<file path="src/rtl/fifo_pkg.sv">
// Shared Gray-pointer helpers for the dual-clock FIFO write and read controllers.
package fifo_pkg;

  localparam int unsigned GRAY_MAX_W = 32;

  function automatic int ptr_width(input int addr_width);
    return addr_width + 1;
  endfunction

  function automatic logic [GRAY_MAX_W-1:0] bin2gray(input logic [GRAY_MAX_W-1:0] b);
    return b ^ (b >> 1);
  endfunction

  // Unused upper bits must be zero; the prefix XOR then leaves them zero.
  function automatic logic [GRAY_MAX_W-1:0] gray2bin(input logic [GRAY_MAX_W-1:0] g);
    logic [GRAY_MAX_W-1:0] b;
    b = g;
    for (int unsigned i = 0; i < GRAY_MAX_W - 1; i++)
      b[GRAY_MAX_W-2-i] = b[GRAY_MAX_W-1-i] ^ g[GRAY_MAX_W-2-i];
    return b;
  endfunction

endpackage

</file>
<file path="src/rtl/sync_gray_ptr.sv">
// Multi-flop synchronizer for a Gray-coded pointer crossing clock domains.
module sync_gray_ptr #(
  parameter int WIDTH       = 4,
  parameter int SYNC_STAGES = 2
) (
  input  logic             clk,
  input  logic             rst,
  input  logic [WIDTH-1:0] d,
  output logic [WIDTH-1:0] q
);

  logic [WIDTH-1:0] stage [SYNC_STAGES];

  always_ff @(posedge clk or negedge rst) begin
    if (!rst) begin
      for (int unsigned i = 0; i < SYNC_STAGES; i++)
        stage[i] <= '0;
    end else begin
      stage[0] <= d;
      for (int unsigned i = 1; i < SYNC_STAGES; i++)
        stage[i] <= stage[i-1];
    end
  end

  assign q = stage[SYNC_STAGES-1];

endmodule

</file>
<file path="src/rtl/async_fifo_wr_ctrl.sv">
// Write-domain pointer, flag and fill-level controller for the dual-clock FIFO.
module async_fifo_wr_ctrl
  import fifo_pkg::*;
#(
  parameter int ADDR_WIDTH   = 3,
  parameter int SYNC_STAGES  = 2,
  parameter int AFULL_THRESH = 6
) (
  input  logic                  clk,
  input  logic                  rst,
  input  logic                  winc,
  input  logic [ADDR_WIDTH:0]   rptr_gray,
  input  logic                  clr_ovf,
  output logic                  wen,
  output logic [ADDR_WIDTH-1:0] waddr,
  output logic [ADDR_WIDTH:0]   wptr_gray,
  output logic                  wfull,
  output logic                  walmost_full,
  output logic [ADDR_WIDTH:0]   wlevel,
  output logic                  woverflow
);

  localparam int PW = ptr_width(ADDR_WIDTH);
  localparam logic [PW-1:0] AFULL_L = PW'(AFULL_THRESH);

  logic [PW-1:0] wbin;
  logic [PW-1:0] wbin_next;
  logic [PW-1:0] wgray_next;
  logic [PW-1:0] wq_rptr;
  logic [PW-1:0] wq_rbin;
  logic [PW-1:0] level_next;
  logic [PW-1:0] full_cmp;

  sync_gray_ptr #(
    .WIDTH      (PW),
    .SYNC_STAGES(SYNC_STAGES)
  ) u_sync_rptr (
    .clk(clk),
    .rst(rst),
    .d  (rptr_gray),
    .q  (wq_rptr)
  );

  always_comb begin
    wen        = winc & ~wfull;
    wbin_next  = wbin + PW'(wen);
    wgray_next = PW'(bin2gray(GRAY_MAX_W'(wbin_next)));
    wq_rbin    = PW'(gray2bin(GRAY_MAX_W'(wq_rptr)));
    level_next = wbin_next - wq_rbin;
    // Full when the next write pointer is one lap ahead of the synced read pointer.
    full_cmp   = {~wq_rptr[PW-1:PW-2], wq_rptr[PW-3:0]};
  end

  assign waddr = wbin[ADDR_WIDTH-1:0];

  always_ff @(posedge clk or negedge rst) begin
    if (!rst) begin
      wbin         <= '0;
      wptr_gray    <= '0;
      wfull        <= 1'b0;
      walmost_full <= 1'b0;
      wlevel       <= '0;
      woverflow    <= 1'b0;
    end else begin
      wbin         <= wbin_next;
      wptr_gray    <= wgray_next;
      wfull        <= (wgray_next == full_cmp);
      wlevel       <= level_next;
      walmost_full <= (level_next >= AFULL_L);
      if (winc && wfull)
        woverflow <= 1'b1;
      else if (clr_ovf)
        woverflow <= 1'b0;
    end
  end

endmodule

</file>
<file path="config.mk">
export PLATFORM = sky130hd
export DESIGN_NAME = async_fifo_wr_ctrl
export DESIGN_NICKNAME = d
export VERILOG_FILES = /design/src/rtl/fifo_pkg.sv /design/src/rtl/sync_gray_ptr.sv /design/src/rtl/async_fifo_wr_ctrl.sv
export SDC_FILE = /design/constraint.sdc
export NUM_CORES = 1
export LEC_CHECK = 0
export CAP_MARGIN = 25
export CORE_UTILIZATION = 47
export CTS_BUF_LIST = sky130_fd_sc_hd__clkbuf_8 sky130_fd_sc_hd__clkbuf_16
export DETAILED_ROUTE_END_ITERATION = 10
export PLACE_DENSITY = 0.77
export RECOVER_POWER = 25
export SLEW_MARGIN = 30
export SYNTH_ARGS = -nofsm -noshare
export SYNTH_HDL_FRONTEND = slang
export SYNTH_SLANG_ARGS = --single-unit
</file>
<file path="constraint.sdc">
create_clock -name clk -period 2.6 [get_ports clk]
set_input_delay 0.26 -clock clk [delete_from_list [all_inputs] [get_ports clk]]
set_output_delay 0.26 -clock clk [all_outputs]
set_load 0.01 [all_outputs]
</file>
==> metrics, run 1 <==
status=complete, no violations; residual overflow from global routing=0; Mapped Cells=68; Slew Viols, Final=0; first-pass GRT wire length=approximately 2.4 mm; Placer Congestion=slightly above 0.7; CTS tree=built; CTS Root Buffer Type=clkbuf_8; Reg power frac=~30%; drt wl/cell=between 10 and 15 microns; HP Class=reg2reg; ant diodes=0; Setup crit start kind=flop; setup TNS=0 ps; Die Y=around 46 microns; clk_lat worst skew=approximately 260 ps; vias=between 500 and 600; register area share after synthesis=approximately three fifths; maximum capacitance violations=0; top post-synthesis cells by area=dfrtp_1 60%, xnor2_1 9.5%, ha_1 6.8%; Min Hold Slack=346 ps; nets@finish=between 100 and 150; Pre-antenna DRT Iters=2; Critical Path Most Common Cell=xnor2_1; DR vias/cell=4.74; die area=around 0.0021 sq mm; Leakage=between 0.0005 and 0.0006 uW; Required @ worst endpoint=roughly 2700 ps; max incr delay on CP=around 520 ps; area of placed instances=0.00120 sq mm; CTS max path bufs=2; crit-path leading delay family=adder cells; Residual DRC=0; Synth Warn #=0; nature of the critical path endpoint=flop; setup violators final=0; Hold-fix buffers, CTS=0; initial antenna violation count=0; switching share of total power=around 36%; Worst-Margin Slew=between 1000 and 1500 ps; Psw=approximately 650 uW; syn nets=approximately 80; Pwr Density=1430 mW/mm^2; Core Rows=15; adder-cell share of the synthesized area=around 9%; FMAX=around 0.41 GHz; Post-Place Cells=between 100 and 150; XOR/XNOR Fraction of Synth Area=16.0%; total wire length=roughly 1.4 mm; Setup CP Type=reg2reg; antenna-violating nets left=0; Synth area leader=dfrtp_1; final design utilization=a little under three quarters; fraction of layout cells with a size suffix above 1=a little over a tenth; final critical-path share of the clock period=94.1%; I/O Buffers=22; syn avg cell area=approximately 14 sq um; Final min period=roughly 2400 ps; WP data arrival=roughly 2600 ps; final cell area excluding filler cells=around 0.0013 sq mm; largest net degree at the start of global routing=23; Compound-Gate Fraction of Synth Area=roughly 7.3%; area fraction of the dominant cell type after synthesis=about three fifths; Register Area=551 sq um; Fin. Hold Viols=0; Reg clk slew, reported paths=about 70 ps; # H-tree levels=1; Layout Cells excl Fill=around 130; Fin Clk Skew=approximately 5.3 ps; Fill cells=between 100 and 150; CP max-delay cell=fa_1; multi-input logic area=340 sq um; mux cell area share after synthesis=under 10%; Max VDD drop=about 0.76 mV; Comb power frac=between 50% and 60%; Inserted Clock Buffers=3; Die Wd=between 40 and 50 microns; Max FO, Critical Path=3; WP buf/inv=1; Post-DP HPWL=1.10 mm; Slew headroom=between 20 and 30%; clock share of power=about an eighth; post-synth cell types=22; vias in the first global route=549; largest family of logic cells by synthesized area=XOR/XNOR gates; area delta synth->final=37.8%; initial drt markers=5; I/O Pins=23; Cell Chain, Critical Path=xnor2_1, xor2_1, xnor2_1, ha_1, fa_1, inv_1, and3_1, a31oi_1, o211ai_1; Pint=about 1200 uW; initial core utilization=51.6%; post-synthesis register bit count=22; Core Box Area=between 0.0015 and 0.002 sq mm; Simple-Gate Fraction of Synth Area=~3.5%; GR Util All Layers=between 10% and 20%; Synth Cell Area=around 900 sq um; # resized after CTS=0; clk sinks=22
==> cell usage in the layout, fill, tap and decap left out <==
cell / n
o22a_1: 1
xor2_1: 5
o21ai_0: 1
a211oi_1: 1
nor2b_1: 1
xnor2_1: 10
clkbuf_1: 1
a21o_1: 1
or3_1: 1
clkdlybuf4s50_1: 17
xor2_2: 1
nand3_1: 2
buf_4: 5
ha_1: 5
mux2i_1: 1
a21boi_0: 1
clkbuf_8: 4
inv_1: 8
o211ai_1: 1
and3_1: 1
nand2_1: 1
a211oi_2: 1
fa_1: 1
a31oi_1: 1
dfrtp_1: 22
a21oi_1: 1
dlygate4sd3_1: 5
==> routing by layer <==
metal	part of all wire (%)	track usage, %	wire length, microns	up-vias
li1	-	-	-	282
met3	3.4	4.71	48	4
met1	42	19.0	604	291
met2	53	27.6	754	15
met4	1.5	7.06	21	0
met5	0	0	0	-
==> repair_timing <==
item,in CTS,in global routing
endpoints found under the hold margin,0,0
buffers inserted,0,2
setup endpoints to repair,0,1
==> power by group through the flow <==
stage / clock (uW) / sequential (uW) / combinational [uW]
2_1_floorplan: 0 / 595 / 582
4_1_cts: 240 / 537 / 1050
6_report: 235 / 537 / 1040
3_3_place_gp: 0 / 539 / 1010
5_1_grt: 254 / 552 / 1150
3_5_place_dp: 0 / 544 / 1040
==> final cells by class <==
cell class                      count  area share, %
Sequential cell                    22           43.4
Multi-Input combinational cell     38           26.8
Timing Repair Buffer               28           20.6
Clock buffer                        4           4.34
Tap cell                           25           2.47
Inverter                            8           2.37
==> registers in the layout (all words and copies together), names as in the netlist <==
name	count
u_sync_rptr.q	4
u_sync_rptr.stage	4
walmost_full	1
wbin	4
wfull	1
wlevel	4
woverflow	1
wptr_gray	3
==> stage by stage <==
step | power, uW | setup slack [ps]
finish | 1810 | 155
global route | 1950 | -25.8
floorplan | 1180 | 310
detailed placement | 1580 | -47.6
global placement | 1550 | 38.9
CTS | 1820 | 163
==> cell usage after synthesis <==
library cell and n:
inv_1 8, a21boi_0 1, xnor2_1 10, nor2b_1 1, ha_1 5, o211ai_1 1, a211oi_1 1, a31oi_1 1
dfrtp_1 22, xor2_1 5, nand2_1 1, a211oi_2 1, and3_1 1, a21oi_1 1, mux2i_1 1, o21ai_0 1
or3_1 1, fa_1 1, xor2_2 1, a21o_1 1, nand3_1 2, o22a_1 1
==> worst paths after layout <==
kind | startpoint | to | slack, ps | cells after the start
max in group asynchronous | rst | u_sync_rptr.stage[5] | 1250 | 2
worst min-delay path | u_sync_rptr.stage[5] | u_sync_rptr.q[1] | 350 | 0
worst max-delay path | u_sync_rptr.q[3] | walmost_full | 150 | 9
min in group asynchronous | rst | wptr_gray[1] | 710 | 2
worst max register to register | u_sync_rptr.q[3] | walmost_full | 150 | 9
worst min register to register | u_sync_rptr.stage[5] | u_sync_rptr.q[1] | 350 | 0
==> cells by family (layout without fill, tap and decap cells) <==
kind of cell,Yosys count,count (layout)
DFF,22,22
and+or+nand+nor,6,6
AOI/OAI and AO/OA,9,9
xor gates and xnor gates,16,16
buffers and inverters,8,40
adders and majority gates,6,6
muxes,1,1
(Power assumes the default switching activity.)
==> run 2: changes to the inputs <==
Settings changed: CORE_MARGIN from default to 8.
==> run 2 against run 1 <==
Compared with the run above: non-clock buffer count decreased by 3; highest routed layer unchanged; sequential share of layout area rose by 0.43 points; via count fell by 2.0%; combinational power shrank 4%.
==> metrics, run 2 (synthesis results as in run 1) <==
status=complete, no violations; Die Y=around 60 microns; drt wl/cell=approximately 12 microns; Placement Setup Slack=-17.1 ps; initial core utilization=about half; I/O Pins=23; vias in the first global route=641; I/O Buffers=22; Pre-antenna DRT Iters=4; Layout Cells excl Fill=approximately 120; area delta synth->final=36.4%; area of placed instances=~0.0012 sq mm; CTS max path bufs=2; CTS Root Buffer Type=clkbuf_8; CTS tree=built; Slew headroom=a little over a quarter; total wire length=1.53 mm; clk sinks=22; DR vias/cell=between 4 and 5; Placer Congestion=~0.75; largest net degree at the start of global routing=23; Slew Viols, Final=0; Die Wd=~60 microns; RSZ-0062 raised after global routing=false; FMAX=~0.42 GHz; Inserted Clock Buffers=3; Fin. Hold Viols=0; PnR worst setup slack=roughly 210 ps; final critical-path share of the clock period=approximately nine tenths; Hold-fix buffers, CTS=0; Post-Place Cells=roughly 120; setup violators final=0; Required @ worst endpoint=2740 ps; nets@finish=approximately 110; Reg clk slew, reported paths=70 ps; maximum capacitance violations=0; residual overflow from global routing=0; most common cell after layout, fill and taps aside=dfrtp_1; final design utilization=between 60% and 70%; Worst-Margin Slew=about 1100 ps; final cell area excluding filler cells=about 0.0013 sq mm; first-pass GRT wire length=2.66 mm; initial antenna violation count=0; GR Util All Layers=under 10%; Max VDD drop=between 0.6 and 0.7 mV; # H-tree levels=1; Final min period=2390 ps; die area=approximately 0.0036 sq mm; Residual DRC=0; Setup CP Type=reg2reg; most frequent cells in the layout=22 x dfrtp_1, 17 x clkdlybuf4s50_1, 9 x xnor2_1; Setup crit start kind=flop; antenna-violating nets left=0; Core Rows=16; fraction of layout cells with a size suffix above 1=9.28%; total design power=about 1800 uW; Core Box Area=0.00190 sq mm; WP data arrival=2530 ps; vias=580; HP Class=reg2reg; Fin Clk Skew=~1.4 ps; nature of the critical path endpoint=flop; ant diodes=0; Fill cells=143; Max FO, Critical Path=3; clk_lat worst skew=roughly 260 ps; Leakage=roughly 0.00056 uW; Pwr Density=1410 mW/mm^2; initial drt markers=1
==> run 2: cell count changes in the layout (fill, tap and decap cells not counted) <==
cell | previous run | this run
buf_4 | 5 | 2
xnor2_2 | 0 | 1
xnor2_1 | 10 | 9
==> run 2: cell type report <==
class	count	area [sq um]	share of cell area, %
inverters	8	30.0	2.39
repair buffers	25	239	19.0
flip-flops and latches	22	551	43.8
well taps	27	33.8	2.69
multi-input cells	38	348	27.7
clock buffers	4	55.1	4.38
==> run 2: layer usage <==
| metal | part of all wire, % | track usage [%] |
|---|---|---|
| met1 | 40 | 9.64 |
| met2 | 51 | 17.5 |
| met3 | 6.8 | 2.80 |
| met4 | 2.2 | 6.80 |
| met5 | 0 | 0 |
==> run 2: report_power, final <==
| part | internal (uW) | switching [uW] |
|---|---|---|
| clock network | 135 | 103 |
| registers | 473 | 63.1 |
| logic | 528 | 469 |
==> run 2: final timing paths <==
| check | start | to | slack, ps | depth (start not counted) |
|---|---|---|---|---|
| min reg2reg | u_sync_rptr.stage[6] | u_sync_rptr.q[2] | 350 | 0 |
| min | u_sync_rptr.stage[6] | u_sync_rptr.q[2] | 350 | 0 |
| min in group asynchronous | rst | woverflow | 720 | 2 |
| max | u_sync_rptr.q[3] | walmost_full | 210 | 9 |
| max reg2reg | u_sync_rptr.q[3] | walmost_full | 210 | 9 |
| max in group asynchronous | rst | wlevel[0] | 1230 | 2 |
==> run 2: critical path, stage by stage, from the launching register on <==
cell and delay, ps:
dfrtp_1 430, xnor2_2 230, xor2_1 290, xnor2_1 110, ha_1 220, fa_1 510, inv_1 50, and3_1 170
a31oi_1 150, o211ai_1 110
==> run 2: timing repair <==
item,CTS,global route
setup buffers,0,1
resized for setup,0,1
setup endpoints to repair,0,1
==> run 2: per-stage QoR <==
| stage | setup TNS, ps | hold slack [ps] |
|---|---|---|
| global route | 0 | 358 |
| detailed placement | -17.1 | 338 |
| floorplan | 0 | -35.6 |
| CTS | 0 | 349 |
| global placement | 0 | 333 |
| finish | 0 | 354 |
==> run 3: changes to the inputs <==
Settings changed: SLEW_MARGIN 30 to default.
==> results of run 3 <==
The final DEF is identical to that of run 2; final timing and power are the same.
